$ cat src/rtl/spart_rx.sv
// SPART serial receiver: oversampled 8N1 deserialiser with a one-deep receive
// buffer and rda / framing-error / overrun status for the bus interface.
module spart_rx #(
  parameter int unsigned OVERSAMPLE = 16,
  parameter int unsigned DATA_BITS  = 8
) (
  input  logic       clk,
  input  logic       rst,
  input  logic       sample_en,
  input  logic       brg_ready,
  input  logic       rxd,
  input  logic       rd_en,
  output logic [7:0] rx_data,
  output logic       rda,
  output logic       framing_error,
  output logic       overrun
);

  localparam int unsigned TW = $clog2(OVERSAMPLE);

  localparam logic [1:0] IDLE  = 2'd0;
  localparam logic [1:0] START = 2'd1;
  localparam logic [1:0] DATA  = 2'd2;
  localparam logic [1:0] STOP  = 2'd3;

  localparam logic [TW-1:0] TICK_HALF = TW'(OVERSAMPLE / 2 - 1);
  localparam logic [TW-1:0] TICK_LAST = TW'(OVERSAMPLE - 1);
  localparam logic [2:0]    IDX_LAST  = 3'(DATA_BITS - 1);

  logic [1:0]    state;
  logic [TW-1:0] tick;
  logic [2:0]    idx;
  logic          armed;
  logic [7:0]    shreg;
  logic          rx_s1;
  logic          rxs;
  logic          complete;

  // Stop-bit centre: the frame finishes on this very edge, no extra stage.
  assign complete = brg_ready && sample_en && (state == STOP) && (tick == TICK_LAST);

  always_ff @(posedge clk) begin
    if (rst) begin
      rx_s1         <= 1'b1;
      rxs           <= 1'b1;
      state         <= IDLE;
      tick          <= '0;
      idx           <= '0;
      armed         <= 1'b0;
      shreg         <= '0;
      rx_data       <= '0;
      rda           <= 1'b0;
      framing_error <= 1'b0;
      overrun       <= 1'b0;
    end else begin
      rx_s1 <= rxd;
      rxs   <= rx_s1;

      if (!brg_ready) begin
        state <= IDLE;
        tick  <= '0;
        idx   <= '0;
        armed <= 1'b0;
      end else if (sample_en) begin
        case (state)
          IDLE: begin
            // Line must be seen high before a falling edge can start a frame.
            if (rxs) begin
              armed <= 1'b1;
            end else if (armed) begin
              state <= START;
              tick  <= '0;
              armed <= 1'b0;
            end
          end
          START: begin
            if (tick == TICK_HALF) begin
              tick <= '0;
              if (!rxs) begin
                state <= DATA;
                idx   <= '0;
              end else begin
                state <= IDLE;
                armed <= 1'b1;
              end
            end else begin
              tick <= tick + 1'b1;
            end
          end
          DATA: begin
            if (tick == TICK_LAST) begin
              tick  <= '0;
              shreg <= {rxs, shreg[7:1]};
              if (idx == IDX_LAST) begin
                state <= STOP;
              end else begin
                idx <= idx + 3'd1;
              end
            end else begin
              tick <= tick + 1'b1;
            end
          end
          STOP: begin
            if (tick == TICK_LAST) begin
              tick  <= '0;
              state <= IDLE;
              armed <= rxs;
            end else begin
              tick <= tick + 1'b1;
            end
          end
          default: state <= IDLE;
        endcase
      end

      // A completion coinciding with rd_en reloads the buffer instead of clearing it.
      if (complete) begin
        if (!rda || rd_en) begin
          rx_data       <= shreg >> (8 - DATA_BITS);
          rda           <= 1'b1;
          framing_error <= ~rxs;
          overrun       <= 1'b0;
        end else begin
          overrun <= 1'b1;
        end
      end else if (rd_en) begin
        rda           <= 1'b0;
        framing_error <= 1'b0;
        overrun       <= 1'b0;
      end
    end
  end

endmodule
$ cat config.mk
export PLATFORM = sky130hd
export DESIGN_NAME = spart_rx
export DESIGN_NICKNAME = d
export VERILOG_FILES = /design/src/rtl/spart_rx.sv
export SDC_FILE = /design/constraint.sdc
export NUM_CORES = 1
export LEC_CHECK = 0
export CORE_ASPECT_RATIO = 0.6
export CORE_MARGIN = 8
export CORE_UTILIZATION = 53
export CTS_CLUSTER_SIZE = 10
export DETAILED_ROUTE_END_ITERATION = 8
export PLACE_DENSITY = 0.77
export SLEW_MARGIN = 20
export SYNTH_ARGS = -nofsm -noshare
export SYNTH_HDL_FRONTEND = slang
export SYNTH_SLANG_ARGS = --single-unit
$ cat constraint.sdc
create_clock -name clk -period 1.95 [get_ports clk]
set_clock_uncertainty 0.1 [all_clocks]
set_input_delay 0.39 -clock clk [delete_from_list [all_inputs] [get_ports clk]]
set_output_delay 0.39 -clock clk [all_outputs]
set_load 0.01 [all_outputs]
==> flow_summary.toml, run 1 <==
[clock_network]
cts_tree = "yes"
ctsHoldBuffers = 0
htree_levels = 2
clkSinkCount = 31
cts-root-buf = "clkbuf_8"
cts-buffers-inserted = 5
clockBufferDepth = 2
clkTransAtPathRegs_ps = 60
insertion_delay_ps = 280

[pwr]
combPwrFrac = 0.034
pwr-share-seq = 0.520
powerDensity_nw_per_um2 = 706
swShare = 0.204
pwr-share-clk = 0.446
power.net_switching_mw = 0.251
ir_drop_uv = 469
power.internal_mw = 0.977
p_leak_nw = 0.606

[floorplan]
initial_core_util = 0.555
pin_count = 17
rows = 14
coreArea_um2 = 2490
die_h_um = 55.5
die-area_um2 = 4550
die_x_um = 81.9

[placement]
placed_area_um2 = 1630
dp_hpwl_um = 2360
routabilityCongestion = 0.857
place_ws_ps = -83.1
io_buffer_count = 16

[timing]
fmax_mhz = 540
slew_violations = 0
finalCritPeriodShare = 0.949
slew-limit-headroom = 0.674
setup_ws_ps = 99.2
rsz0062_at_grt = "no"
fin_crit_ps = 1850
tightest_slew_ps = 485
setup_violations = 0
hold_viol = 0

[grt]
grt_max_degree = 22
gr-total-overflow = 0
grt_pass1_wl_um = 5320
antenna_found_initial = 0
grt.total_usage = 0.151
grt_pass1_vias = 1163

[hold_path]
hp-class = "flip-flop to flip-flop"
hold_start = "rx_s1$_SDFF_PP1_"
hold_end = "rxs$_SDFF_PP1_"
holdPathStages = 1

[worst_setup_path]
critPathCaptureType = "flip-flop"
r2r_setup_slack_ps = 100
crit_type = "flip-flop to flip-flop"
r2r_start = "tick[0]$_SDFFE_PP0P_"
startpoint_type = "flip-flop"
worst_r2r_path_depth = 5
cp_max_fo = 7
worstReg2RegEnd = "state[0]$_SDFFE_PP0P_"
arrival_ps = 1960
critPathRequiredTime_ps = 2060
setup.worst_path.start = "tick[0]$_SDFFE_PP0P_"

[status]
outcome = "completed"

[logic_synthesis]
synth.most_common_cell = "dfxtp_1"
synth_edf_count = 0
ys_seq_area_frac = 0.450
ys_types = 34
syn-num-nets = 154
yosysTopAreaCell = "dfxtp_1"
synth_common_cells = "31 x dfxtp_1, 26 x nor2_1, 20 x mux2i_1, 6 x a21oi_1, 6 x nand3_1"
synth.top_cell.area_share = 0.450
syn_avg_cell_area_um2 = 9.52
synth_area_leaders = "dfxtp_1 45%, mux2i_1 15%, nor2_1 7.1%"
syn_inst = 145
synthesis.yosys.warnings = 0
synth_area_um2 = 1380
synthArstFlopShare = 0
synth_ff_type = "dfxtp_1"
synth_seq_cells = 31

[layout]
area_growth_syn_to_layout_pct = 26.0
drive_above_1_share = 0.157
final_area_um2 = 1740
nNetsFinal = 180
antenna_cells = 0

[detailed_routing]
drtPass1Iterations = 4
wl_um = 3090
via_per_inst = 5.76
dr.first_iter.drc_count = 81
vias = 1175
routedWlPerCell_um = 15.1
remaining_drc_errors = 0
ant_nets = 0

[flow_run]
cap_viol_max_count = 0
final cells by class:
class                   instances  area (µm²)
fillers                       182         748
multi-input cells             104         707
clock buffers                   8         100
flip-flops and latches         31         621
well taps                      32        40.0
inverters                       3        11.3
repair buffers                 26         260
state kept, by name (all words and copies together) (netlist names), named ones only:
name,count
armed,1
framing_error,1
idx,3
overrun,1
rda,1
rx_data,8
rx_s1,1
rxs,1
shreg,8
state,1
tick,4
worst max path at each step:
stage | slack (ps) | end
3_5_place_dp | -80 | rx_data[5]$_SDFFE_PP0P_
6_report | 100 | state[0]$_SDFFE_PP0P_
2_1_floorplan | 180 | framing_error$_SDFFE_PP0P_
5_1_grt | 10 | state[0]$_SDFFE_PP0P_
3_3_place_gp | -7 | framing_error$_SDFFE_PP0P_
4_1_cts | 70 | state[0]$_SDFFE_PP0P_
worst max-delay path: stages, from the launching register on:
cell      delay (ps)
dfxtp_1          370
ha_2             270
nand3b_1         150
a22o_1           260
or4_1            470
a21oi_1          150
kinds of logic after synthesis:
group / Yosys count / synth area share
adder cells (fa/ha/maj): 3 / 0.0272
AO/OA/AOI/OAI: 21 / 0.102
flip-flops: 31 / 0.450
multiplexers: 21 / 0.153
AND/OR/NAND/NOR: 59 / 0.225
buffers and inverters: 10 / 0.0435
per-layer routing:
metal	wire [µm]	track usage	up-vias
li1	-	-	563
met1	1370	0.182	558
met2	1360	0.224	47
met3	270	0.0516	7
met4	85	0.0920	0
met5	0	0	-
placed cells by master (no fill, tap or decap), drive strengths merged, types with 2 or more instances in the layout:
master | netlist | routed
a31oi | 2 | 2
inv | 3 | 3
a21oi | 6 | 6
or4 | 3 | 3
dfxtp | 31 | 31
clkdlybuf4s50 | 0 | 16
or2 | 2 | 2
mux2i | 20 | 20
nor2b | 4 | 4
a22oi | 2 | 2
ha | 3 | 3
clkbuf | 2 | 8
o21ai | 4 | 4
nor3 | 3 | 3
nand2b | 2 | 2
nor2 | 26 | 26
nand3b | 3 | 3
nand2 | 5 | 5
nand3 | 7 | 7
buf | 5 | 10
per-stage QoR:
stage,util,power (mW),instances,TNS (ps),hold slack [ps]
after detailed placement,0.656,0.694,196,-449,303
after global placement,0.656,0.692,196,-24.3,292
final,0.699,1.23,204,0,314
after CTS,0.696,1.24,204,0,316
after floorplan,-,0.675,145,0,289
after global routing,0.699,1.28,204,0,333
power groups by stage:
stage	logic, mW	registers [mW]	clock network (mW)
after CTS	0.0413	0.639	0.560
after floorplan	0.0234	0.652	0
after detailed placement	0.0410	0.653	0
final	0.0415	0.639	0.548
after global placement	0.0397	0.653	0
after global routing	0.0453	0.639	0.592
timing repair:
item / in CTS / in global routing
resized for setup: 0 / 2
buffers inserted: 0 / 0
endpoints found under the hold margin: 0 / 0
endpoints found under the setup margin: 0 / 11
Power figures use the tool's default switching activity.
==> run 2: changes to the inputs <==
--- a/config.mk
+++ b/config.mk
@@ -5,6 +5,7 @@
 export SDC_FILE = /design/constraint.sdc
 export NUM_CORES = 1
 export LEC_CHECK = 0
+export ABC_AREA = 1
 export CORE_ASPECT_RATIO = 0.6
 export CORE_MARGIN = 8
 export CORE_UTILIZATION = 53
==> flow_summary.toml, run 2 <==
[timing]
rsz0062_at_grt = "no"
setup_ws_ps = 260
finalCritPeriodShare = 0.867
setup_violations = 0
whs_ps = 310
fin_crit_ps = 1690
slew-limit-headroom = 0.719
tightest_slew_ps = 421
fmax_mhz = 592
hold_viol = 0
slew_violations = 0
fin_tns_setup_ps = 0

[clock_network]
post_cts_buffers = 0
ctsHoldBuffers = 0
clkTransAtPathRegs_ps = 70
cts_tree = "yes"
clockBufferDepth = 2
htree_levels = 2
cts_resized = 0
cts-buffers-inserted = 5
cts-root-buf = "clkbuf_8"
clkSinkCount = 31
insertion_delay_ps = 280

[logic_synthesis]
synth_edf_count = 0
yosysTopAreaCell = "dfxtp_1"
syn_inst = 174
synth_common_cells = "32 x nand2_1, 31 x dfxtp_1, 25 x a21oi_1, 16 x inv_1, 15 x nand3_1"
synth_area_leaders = "dfxtp_1 46%, a21oi_1 9.3%, nand2_1 9.0%"
synth_seq_cells = 31
ys_types = 25
synthArstFlopShare = 0
synth_area_um2 = 1340
synth.most_common_cell = "nand2_1"
syn-num-nets = 183
ys_seq_area_frac = 0.463
synthesis.yosys.warnings = 0
synth_ff_type = "dfxtp_1"
syn_avg_cell_area_um2 = 7.70
synth.top_cell.area_share = 0.463

[detailed_routing]
routedWlPerCell_um = 13.1
vias = 1222
dr.first_iter.drc_count = 153
ant_nets = 0
wl_um = 2990
via_per_inst = 5.36
remaining_drc_errors = 0
drtPass1Iterations = 4

[floorplan]
rows = 14
initial_core_util = 0.546
die_x_um = 80.9
die-area_um2 = 4450
coreArea_um2 = 2450
die_h_um = 55.0
pin_count = 17

[placement]
placed_area_um2 = 1550
routabilityCongestion = 0.860
dp_hpwl_um = 2160
place_ws_ps = 76.3
dp.cells = 220
io_buffer_count = 16

[worst_setup_path]
critPathSlowestCell = "dfxtp_1"
path_cells = "ha_1, nand3_2, nor2_2, nand4_1, buf_12, o21ai_0, a21oi_1"
critPathBufInv = 1
setup.worst_path.start = "tick[0]$_SDFFE_PP0P_"
critPathCaptureType = "flip-flop"
crit_family = "simple AND/OR/NAND/NOR gates"
cp_max_fo = 20
critPathRequiredTime_ps = 2020
arrival_ps = 1760
r2r_start = "tick[0]$_SDFFE_PP0P_"
startpoint_type = "flip-flop"
max_stage_delay_ps = 380
crit_type = "flip-flop to flip-flop"

[layout]
nNetsFinal = 204
area_growth_syn_to_layout_pct = 24.4
instances_no_fill = 228
layout_common_cells = "32 x nand2_1, 31 x dfxtp_1, 25 x a21oi_1"
reg_top3 = "rx_data x8, shreg x8, tick x4"
final_common_cell = "nand2_1"
fill_cells = 190
final_area_um2 = 1670
drive_above_1_share = 0.143
antenna_cells = 0
fin_util = 0.680

[hold_path]
hp-class = "flip-flop to flip-flop"
hold_start = "rx_s1$_SDFF_PP1_"

[pwr]
power.total_mw = 1.33
powerDensity_nw_per_um2 = 798
p_leak_nw = 0.643
ir_drop_uv = 395

[grt]
grt.total_usage = 0.155
grt_pass1_wl_um = 5120
gr-total-overflow = 0
grt_pass1_vias = 1143
antenna_found_initial = 0
grt_max_degree = 21

[flow_run]
cap_viol_max_count = 0

[status]
outcome = "completed"
## run 2: cell types whose count changed after synthesis, sizes merged, moves of 4 or more
| cell | previous run | this run |
|---|---|---|
| nor2b | 4 | 0 |
| a21oi | 6 | 27 |
| nand3 | 7 | 16 |
| mux2i | 20 | 0 |
| o21ai | 4 | 13 |
| nand2 | 5 | 37 |
| inv | 3 | 18 |
| nor2 | 26 | 14 |
## run 2: cell families after synthesis
logic type,share of synthesized area
XOR/XNOR,0.0131
AO/OA/AOI/OAI,0.167
adder cells (fa/ha/maj),0.0280
buffers and inverters,0.0812
AND/OR/NAND/NOR,0.247
flip-flops,0.463
## run 2: cell type report
cell class              instances  area, µm²  area share
clock inverters                 2       35.0      0.0210
clock buffers                   6       82.6      0.0495
flip-flops and latches         31        621       0.372
multi-input cells             118        611       0.366
repair buffers                 21        210       0.126
well taps                      32       40.0      0.0240
inverters                      18       67.6      0.0405
## run 2: worst reg2reg max path, stage by stage, from the launching register on
cell and delay (ps):
dfxtp_1 380, ha_1 260, nand3_2 130, nor2_2 130, nand4_1 150, buf_12 210
o21ai_0 170, a21oi_1 60
## run 2: routing by layer
metal	GRT usage	routed length (µm)	vias to the layer above
li1	-	-	614
met1	0.193	1440	544
met2	0.217	1180	55
met3	0.0871	322	9
met4	0.0647	46	0
met5	0	0	-
## run 2: final timing paths
| kind | endpoint | slack [ps] | cells past startpoint |
|---|---|---|---|
| hold reg to reg | rxs$_SDFF_PP1_ | 310 | 1 |
| setup / recovery | framing_error$_SDFFE_PP0P_ | 260 | 7 |
| setup reg to reg | framing_error$_SDFFE_PP0P_ | 260 | 7 |
| hold / removal | rxs$_SDFF_PP1_ | 310 | 1 |
## run 2: report_power, final
| part | internal (mW) | switching (mW) | leakage (nW) |
|---|---|---|---|
| logic | 0.0194 | 0.0240 | 0.331 |
| registers | 0.636 | 0.00123 | 0.250 |
| clock network | 0.413 | 0.236 | 0.0612 |
| total | 1.07 | 0.262 | 0.643 |
